--- src/rtl/alu_arb_pkg.sv ---
// Shared types for the two-requester accumulator-ALU arbiter.
// Latency: n/a (types and constants only).
// Backpressure: n/a.
package alu_arb_pkg;

  // Default cycle limit on one ownership burst (used only with the timeout build)
  localparam int MAX_BURST_DEF = 8;

  // Op codes understood by the shared accumulator ALU
  typedef enum logic [1:0] {
    OP_ADD   = 2'b00,
    OP_SUB   = 2'b01,
    OP_SHIFT = 2'b10,
    OP_XNOR  = 2'b11
  } alu_op_e;

  // Arbiter FSM states
  typedef enum logic [1:0] {
    ST_IDLE = 2'b00,
    ST_CLR  = 2'b01,
    ST_OWN0 = 2'b10,
    ST_OWN1 = 2'b11
  } arb_state_e;

endpackage

--- src/rtl/alu_arb_burst_timer.sv ---
// Counts consecutive ownership cycles and flags when a burst has used its budget.
// Latency: expired is combinational from the count; count advances each run cycle.
// Backpressure: none; count clears whenever run drops.
module alu_arb_burst_timer
  import alu_arb_pkg::*;
#(
  parameter int MAX_BURST = MAX_BURST_DEF
) (
  input  logic clk,
  input  logic RESET,
  input  logic run,
  output logic expired
);

  localparam int CW = (MAX_BURST < 2) ? 1 : $clog2(MAX_BURST + 1);

  logic [CW-1:0] cnt;

  // cnt holds the number of ownership cycles already completed in this burst
  always_ff @(posedge clk) begin
    if (RESET || !run) begin
      cnt <= '0;
    end else if (!expired) begin
      cnt <= cnt + CW'(1);
    end
  end

  // The current cycle is the last allowed one once MAX_BURST-1 cycles are behind us
  assign expired = run && (cnt >= CW'(MAX_BURST - 1));

endmodule

--- src/rtl/alu_arb_ctrl.sv ---
// Round-robin arbiter granting bursts of ops on a shared accumulator ALU; macro ALU_ARB_CTRL_TIMEOUT_EN caps burst length.
// Latency: CLR cycle before each burst, then 1 op/cycle, response 1 cycle after each accepted op.
// Backpressure: reqN_ready is high only for the owner in OWN states; non-owner waits until the burst ends.
module alu_arb_ctrl
  import alu_arb_pkg::*;
#(
  parameter int MAX_BURST = MAX_BURST_DEF
) (
  input  logic       clk,
  input  logic       RESET,
  input  logic       req0_valid,
  input  logic [1:0] req0_op,
  input  logic [3:0] req0_a,
  input  logic       req0_lock,
  output logic       req0_ready,
  input  logic       req1_valid,
  input  logic [1:0] req1_op,
  input  logic [3:0] req1_a,
  input  logic       req1_lock,
  output logic       req1_ready,
  output logic [1:0] alu_inst,
  output logic [3:0] alu_a,
  output logic       alu_clr,
  input  logic [3:0] alu_out,
  output logic       rsp_valid,
  output logic       rsp_id,
  output logic [3:0] rsp_data
);

  arb_state_e state, state_nxt;
  logic       rr, rr_nxt;
  logic       owner, owner_nxt;
  logic       rsp_vld_q;
  logic       rsp_id_q;

  logic       in_own;
  logic       own_valid;
  logic       own_lock;
  logic [1:0] own_op;
  logic [3:0] own_a;
  logic       handshake;
  logic       timeout_end;
  logic       burst_end;

  assign in_own    = (state == ST_OWN0) || (state == ST_OWN1);
  assign own_valid = owner ? req1_valid : req0_valid;
  assign own_lock  = owner ? req1_lock  : req0_lock;
  assign own_op    = owner ? req1_op    : req0_op;
  assign own_a     = owner ? req1_a     : req0_a;
  // The owner's ready is unconditional in OWN, so its valid alone completes the handshake
  assign handshake = in_own && own_valid && !RESET;

`ifdef ALU_ARB_CTRL_TIMEOUT_EN
  logic other_valid;
  logic expired;

  assign other_valid = owner ? req0_valid : req1_valid;

  alu_arb_burst_timer #(
    .MAX_BURST(MAX_BURST)
  ) u_burst_timer (
    .clk    (clk),
    .RESET  (RESET),
    .run    (in_own),
    .expired(expired)
  );

  // Preempt a locked burst only when someone is actually waiting
  assign timeout_end = in_own && expired && other_valid;
`else
  assign timeout_end = 1'b0;
`endif

  assign burst_end = (handshake && !own_lock) || timeout_end;

  // Next-state, grant and ALU drive; idle ALU drive is shift-by-zero so the accumulator holds
  always_comb begin
    state_nxt  = state;
    rr_nxt     = rr;
    owner_nxt  = owner;
    req0_ready = 1'b0;
    req1_ready = 1'b0;
    alu_clr    = 1'b0;
    alu_inst   = OP_SHIFT;
    alu_a      = 4'b0000;
    case (state)
      ST_IDLE: begin
        if (req0_valid || req1_valid) begin
          owner_nxt = (req0_valid && req1_valid) ? rr : req1_valid;
          state_nxt = ST_CLR;
        end
      end
      ST_CLR: begin
        alu_clr   = 1'b1;
        state_nxt = owner ? ST_OWN1 : ST_OWN0;
      end
      ST_OWN0, ST_OWN1: begin
        req0_ready = !owner;
        req1_ready = owner;
        if (handshake) begin
          alu_inst = own_op;
          alu_a    = own_a;
        end
        if (burst_end) begin
          state_nxt = ST_IDLE;
          rr_nxt    = !owner;
        end
      end
      default: state_nxt = ST_IDLE;
    endcase
    // Reset overrides grants and holds the ALU cleared
    if (RESET) begin
      req0_ready = 1'b0;
      req1_ready = 1'b0;
      alu_clr    = 1'b1;
      alu_inst   = OP_SHIFT;
      alu_a      = 4'b0000;
    end
  end

  // State, round-robin pointer, owner and response registers
  always_ff @(posedge clk) begin
    if (RESET) begin
      state     <= ST_IDLE;
      rr        <= 1'b0;
      owner     <= 1'b0;
      rsp_vld_q <= 1'b0;
      rsp_id_q  <= 1'b0;
    end else begin
      state     <= state_nxt;
      rr        <= rr_nxt;
      owner     <= owner_nxt;
      rsp_vld_q <= handshake;
      if (handshake) begin
        rsp_id_q <= owner;
      end
    end
  end

  // Response is masked during reset so an op accepted just before reset is dropped
  assign rsp_valid = rsp_vld_q && !RESET;
  assign rsp_id    = rsp_id_q && !RESET;
  assign rsp_data  = alu_out;

endmodule
--- config.mk ---
export PLATFORM = sky130hd
export DESIGN_NAME = alu_arb_ctrl
export DESIGN_NICKNAME = d
export VERILOG_FILES = /design/src/rtl/alu_arb_pkg.sv /design/src/rtl/alu_arb_burst_timer.sv /design/src/rtl/alu_arb_ctrl.sv
export SDC_FILE = /design/constraint.sdc
export NUM_CORES = 1
export LEC_CHECK = 0
export CORE_MARGIN = 4
export CORE_UTILIZATION = 31
export DETAILED_ROUTE_END_ITERATION = 16
export PLACE_DENSITY = 0.78
export SYNTH_ARGS = -nofsm -noshare
export SYNTH_HDL_FRONTEND = slang
export SYNTH_HIERARCHICAL = 1
export SYNTH_SLANG_ARGS = --single-unit
--- constraint.sdc ---
create_clock -name clk -period 1.7 [get_ports clk]
set_input_delay 0.255 -clock clk [delete_from_list [all_inputs] [get_ports clk]]
set_output_delay 0.255 -clock clk [all_outputs]
set_load 0.05 [all_outputs]
==> qor.yml <==
timing.setup.tns_ns: 0
drt-pass1-iter-count: 2
period_share_pct: 97.9
p_leak_nw: 0.416
p_clk_share_pct: 23.7
num_rows: 13
antenna_left: 0
filler_cell_count: 90
timing_worst_setup_path_type: "register to output port"
place_hpwl_microns: 1200
finalSetupViolations: 0
fin_ws_ns: 0.0362
outcome: "complete, no violations"
power.switching_mw: 0.201
power_density_mw_per_mm2: 583
synth_nets: 74
cp-end-kind: "output port"
synth_warnings: 6
finalPower_mw: 0.585
place_ws_ns: -0.181
final_cell_mix: "14 x clkdlybuf4s50_1, 13 x buf_4, 11 x buf_12"
cts_tree: "built"
grt_remaining_overflow: 0
ys_types: 23
drv_cap: 0
crit_arrival_ns: 1.41
slew_headroom_pct: 79.3
comb_power_share_pct: 47.3
drt-wirelength-per-cell_microns: 14.6
p_sw_share_pct: 34.3
rsz0062_at_grt: "true"
drt-total-wl_microns: 1530
drc: 0
crit_path_start: "owner$_SDFFE_PP0P_"
cts_buffers: 3
path_clk_slew_ns: 0.05
grt_usage_pct: 16.4
dieArea_sq_mm: 0.00215
skew_ns: 0.000254
syn_avg_cell_area_sq_um: 8.76
routabilityCongestion: 0.691
hp-class: "input port to register"
cp_data_required_time_ns: 1.44
area_growth_pct: 120
drt_iter0_markers: 5
initial_core_util_pct: 33.7
fin_crit_ns: 1.66
max_clock_freq_ghz: 0.601
antenna_found_initial: 0
insertion_delay_ns: 0.25
power.internal_mw: 0.384
viasPerCell: 4.84
ff2ff_setup_slack_ns: 0.16
grt_max_degree: 10
final_area_sq_mm: 0.00100
tightest_slew_ns: 0.302
yosysSeqAreaShare_pct: 26.4
worstReg2RegEnd: "rr$_SDFFE_PP0P_"
crit_end: "alu_inst[0]"
placed_area_sq_um: 905
die_x_microns: 46.3
first_global_vias: 552
synth_area_sq_um: 455
cp-start-kind: "register"
drive_gt1_share_pct: 45.6
whs_path_depth: 3
yosys_register_bits: 6
r2r_start: "owner$_SDFFE_PP0P_"
fp.dieH_microns: 46.3
synthCells: 52
final_hold_viol_count: 0
mostFrequentLayoutCell: "clkdlybuf4s50_1"
cts_root_buf: "clkbuf_4"
maxSlewViolCount: 0
h-tree-depth: 1
critPathMaxFanout: 6
clock_sinks: 6
diodes: 0
grt_pass1_wl_microns: 2360
num_vias: 508
seqPwrFrac_pct: 28.9
io_buffers: 28
fp.coreArea_sq_mm: 0.00135
r2r_cells: 5
cts_buffer_depth: 2
nets: 114
top_level_ports: 37
ir_worst_vdd_mv: 0.300
-- how the worst min path moves through the flow --
stage                          startpoint                     to  slack, ns
detailed placement  rsp_id_q$_SDFFE_PP0P_  rsp_id_q$_SDFFE_PP0P_       0.48
finish                              RESET  state[1]$_SDFFE_PP0P_       0.44
floorplan                      req0_valid  rsp_id_q$_SDFFE_PP0P_       0.36
global placement    rsp_id_q$_SDFFE_PP0P_  rsp_id_q$_SDFFE_PP0P_       0.47
global route                        RESET  state[1]$_SDFFE_PP0P_       0.47
CTS                            req0_valid  rsp_id_q$_SDFFE_PP0P_       0.47
-- critical path: stages, from the launching register on --
cell	delay [ns]
dfxtp_2	0.35
mux2i_2	0.26
nand2b_4	0.20
buf_8	0.15
nor2_4	0.05
buf_12	0.15
-- kinds of logic after synthesis --
group | share of synthesized area, %
AND/OR/NAND/NOR | 23.6
buffers and inverters | 15.1
flip-flops | 26.4
multiplexers | 16.5
AO/OA/AOI/OAI | 18.4
-- layer usage --
metal	track usage, %	vias to the layer above	wire length [microns]
li1	-	249	-
met1	14.3	229	505
met2	31.6	28	861
met3	7.42	2	152
met4	6.82	0	8
met5	0	-	0
-- synthesized netlist by cell type --
cell       count  share of area, %
o32ai_1        1               1.9
dfxtp_1        6                26
nor2b_1        4               5.5
a221oi_1       1               1.9
nand2_1        1              0.82
a2111oi_4      1               6.0
a21o_1         1               1.6
and2b_1        1               1.6
o31ai_1        1               1.6
a21bo_2        1               2.2
buf_4          4               6.6
nand3_1        1               1.1
nor2_1         8               6.6
buf_2          1               1.1
buf_6          2               4.9
inv_1          3               2.5
mux2_4         1               3.3
nand2b_1       4               5.5
mux2i_1        6                13
nor3_1         1               1.1
a21oi_1        1               1.1
a211o_1        1               1.9
and2_1         1               1.4
-- power by group through the flow --
stage	sequential, mW	clock (mW)	combinational [mW]
2_1_floorplan	0.169	0	0.143
3_3_place_gp	0.170	0	0.245
3_5_place_dp	0.171	0	0.251
4_1_cts	0.168	0.143	0.273
5_1_grt	0.171	0.148	0.290
6_report	0.169	0.139	0.277
-- metrics by stage --
stage | util (%) | hold slack, ns | std cells
5_1_grt | 74.2 | 0.466 | 105
3_3_place_gp | 67.0 | 0.466 | 101
6_report | 74.2 | 0.442 | 105
2_1_floorplan | - | 0.361 | 52
3_5_place_dp | 67.0 | 0.483 | 101
4_1_cts | 73.3 | 0.474 | 105
-- registers in the layout (all words and copies together) (netlist names) --
signal,count
owner,1
rsp_id_q,1
rr,1
state,2
rsp_vld_q,1
-- cell type report --
type | count | area (sq um) | share of cell area [%]
sequential | 6 | 121 | 12.1
tap | 15 | 18.8 | 1.87
inverter | 3 | 11.3 | 1.12
clock buffer | 3 | 22.5 | 2.25
timing repair buffer | 42 | 503 | 50.2
multi-input combinational | 36 | 325 | 32.5
-- timing repair --
action | CTS | global route
hold buffers | 0 | 0
pin swaps | 2 | 4
resized for setup | 17 | 4
buffers inserted | 1 | 0
endpoints found under the setup margin | 7 | 8
Note: power is estimated with default switching activity, not from simulation.
==> variant: new RTL, same flow settings <==
The option `ALU_ARB_CTRL_TIMEOUT_EN` is turned on by a define.
--- a/src/rtl/alu_arb_ctrl.sv
+++ b/src/rtl/alu_arb_ctrl.sv
@@ -2,4 +2,6 @@
 // Latency: CLR cycle before each burst, then 1 op/cycle, response 1 cycle after each accepted op.
 // Backpressure: reqN_ready is high only for the owner in OWN states; non-owner waits until the burst ends.
+`define ALU_ARB_CTRL_TIMEOUT_EN
+
 module alu_arb_ctrl
   import alu_arb_pkg::*;
Formal check against the unedited RTL: same outputs for any inputs over 10 cycles, from zero or initial values and one cycle with RESET high; that may be too few to reach the edited logic, so the function may still have changed.
==> variant against the original RTL <==
Power rose by 12%. Area after synthesis rose by 46%. Clock skew rose by 0.0031 ns. Critical path depth fell by 1. Setup slack got worse by 0.0032 ns. Design area rose by 13%. Routed wire length rose by 13%. Sequential cell count rose by 4. Critical path type unchanged. Critical endpoint is now alu_inst[1]. Largest power group is now registers. Highest routed layer unchanged.
==> variant: results (changes against the original RTL) <==
Main synth FF type dfxtp_1; post-DR vias/cell 4.67 (-3.5%); Root Buffer Master clkbuf_4; wl on met1 661 um (+31%); detailed placer's ending HPWL 1.39 mm (+16%); Slowest-stage cell, CP dfxtp_2; met2 wire len 827 um (-3.9%); Yosys cell types 29 (+26%); drt initial violations 15 (+10); Hold Crit Class in2reg; syn_nets 100 (+35%); crit path max fanout 7 (+1); vias in the first global route 648 (+17%); first-pass GRT wire length 2.56 mm (+8.5%); Post-synth top cells nor2_1, dfxtp_1, mux2i_1, inv_1; fill count 177 (+97%); Ant. Diodes 0 (unchanged); initial antenna violation count 0 (unchanged); syn avg cell area 8.64 um2 (-1.3%); routed len/inst 12.5 um (-14%); Max IR drop VDD 411 uV (+37%); crit path DAT 1.41 ns (about the same); Seq/Total Area, Yosys 0.301 (+0.0370); Pleak 0.465 nW (+12%); setup repair bufs after CTS 0 (-1); CTS Buffer Depth 2 (unchanged); GR Util All Layers 0.120 (-0.0442); CP peak stage delay around 0.34 ns; largest cells by area after synthesis dfxtp_1, mux2i_1, nor2_1; # port buffers 28 (unchanged); status completed; routed vias 644 (+27%); ys async rst share 0 (unchanged); largest net degree at the start of global routing 15 (+5); post-placement cell count 135 (+34%); Yosys warnings 6 (unchanged); top sig layer met4; Largest regs u_burst_timer/cnt (4), state (2); clock buffer count from CTS 3 (unchanged); worst clock skew 0.00335 ns (+0.00310 ns); met3 wire len 219 um (+44%); GPL Wtd Cong 0.703 (+1.8%); TritonRoute pass-1 iters 4 (+2); htree depth 1 (unchanged); family with the most delay on the worst path flip-flops; Reg clk slew, reported paths ~0.06 ns; clock latency on the worst-skew pair between 0.2 and 0.3 ns; Worst Tran Pin Value 0.285 ns (-0.0175 ns); share of cells above drive strength 1 0.288 (-0.167); Layout Nets 136 (+19%)
==> variant: where the power goes <==
| part | internal, mW | switching [mW] | total [mW] |
|---|---|---|---|
| Clock | 0.0816 | 0.0779 | 0.160 |
| Combinational | 0.129 | 0.105 | 0.234 |
| Sequential | 0.248 | 0.0115 | 0.260 |
==> variant: timing repair <==
| action | in CTS | in global routing |
|---|---|---|
| endpoints found under the setup margin | 6 | 6 |
| pin swaps | 2 | 1 |
| resized for setup | 6 | 0 |
==> variant: area by class of cell <==
class	count	share of cell area
clock buffers	3	0.0199
well taps	27	0.0298
multi-input cells	52	0.340
repair buffers	40	0.413
inverters	6	0.0199
flip-flops and latches	10	0.178
==> variant: worst register-to-register path: cells and delay by family, from the launching register on <==
family,cells,cell delay (ns)
AO/OA/AOI/OAI,2,0.26
adder cells (fa/ha/maj),1,0.22
flip-flops,1,0.38
multiplexers,1,0.35
AND/OR/NAND/NOR,2,0.19
==> variant: cell families after synthesis <==
kind of cell	Yosys count	synth area share
compound gates	11	0.133
fa+ha+maj	1	0.0188
flops	10	0.301
mux	11	0.175
simple gates	29	0.248
buf+inv	15	0.124
==> variant: per-stage QoR <==
stage / cell area [um2] / utilization / total power [mW] / worst slack (ns) / setup TNS (ns)
finish: 1130 / 0.566 / 0.653 / 0.0330 / 0
global route: 1130 / 0.566 / 0.689 / -0.0141 / -0.0241
CTS: 1130 / 0.566 / 0.661 / 0.00196 / 0
detailed placement: 1110 / 0.553 / 0.500 / -0.184 / -0.798
global placement: 1110 / 0.553 / 0.495 / -0.175 / -0.719
floorplan: 666 / - / 0.409 / -0.154 / -0.768
==> variant: path summary, 6_finish.rpt <==
check	depth (start not counted)	start	endpoint	slack, ns
setup reg to reg	6	u_burst_timer/cnt[0]	rr	0.20
hold reg to reg	2	rsp_id_q	rsp_id_q	0.47
hold / removal	3	req0_valid	rsp_id_q	0.45
setup / recovery	4	owner	alu_inst[1]	0.03
==> variant: per-layer routing <==
| layer | track usage | vias to the layer above |
|---|---|---|
| li1 | - | 325 |
| met1 | 0.114 | 287 |
| met2 | 0.221 | 30 |
| met3 | 0.0354 | 2 |
| met4 | 0.0788 | 0 |
| met5 | 0 | - |
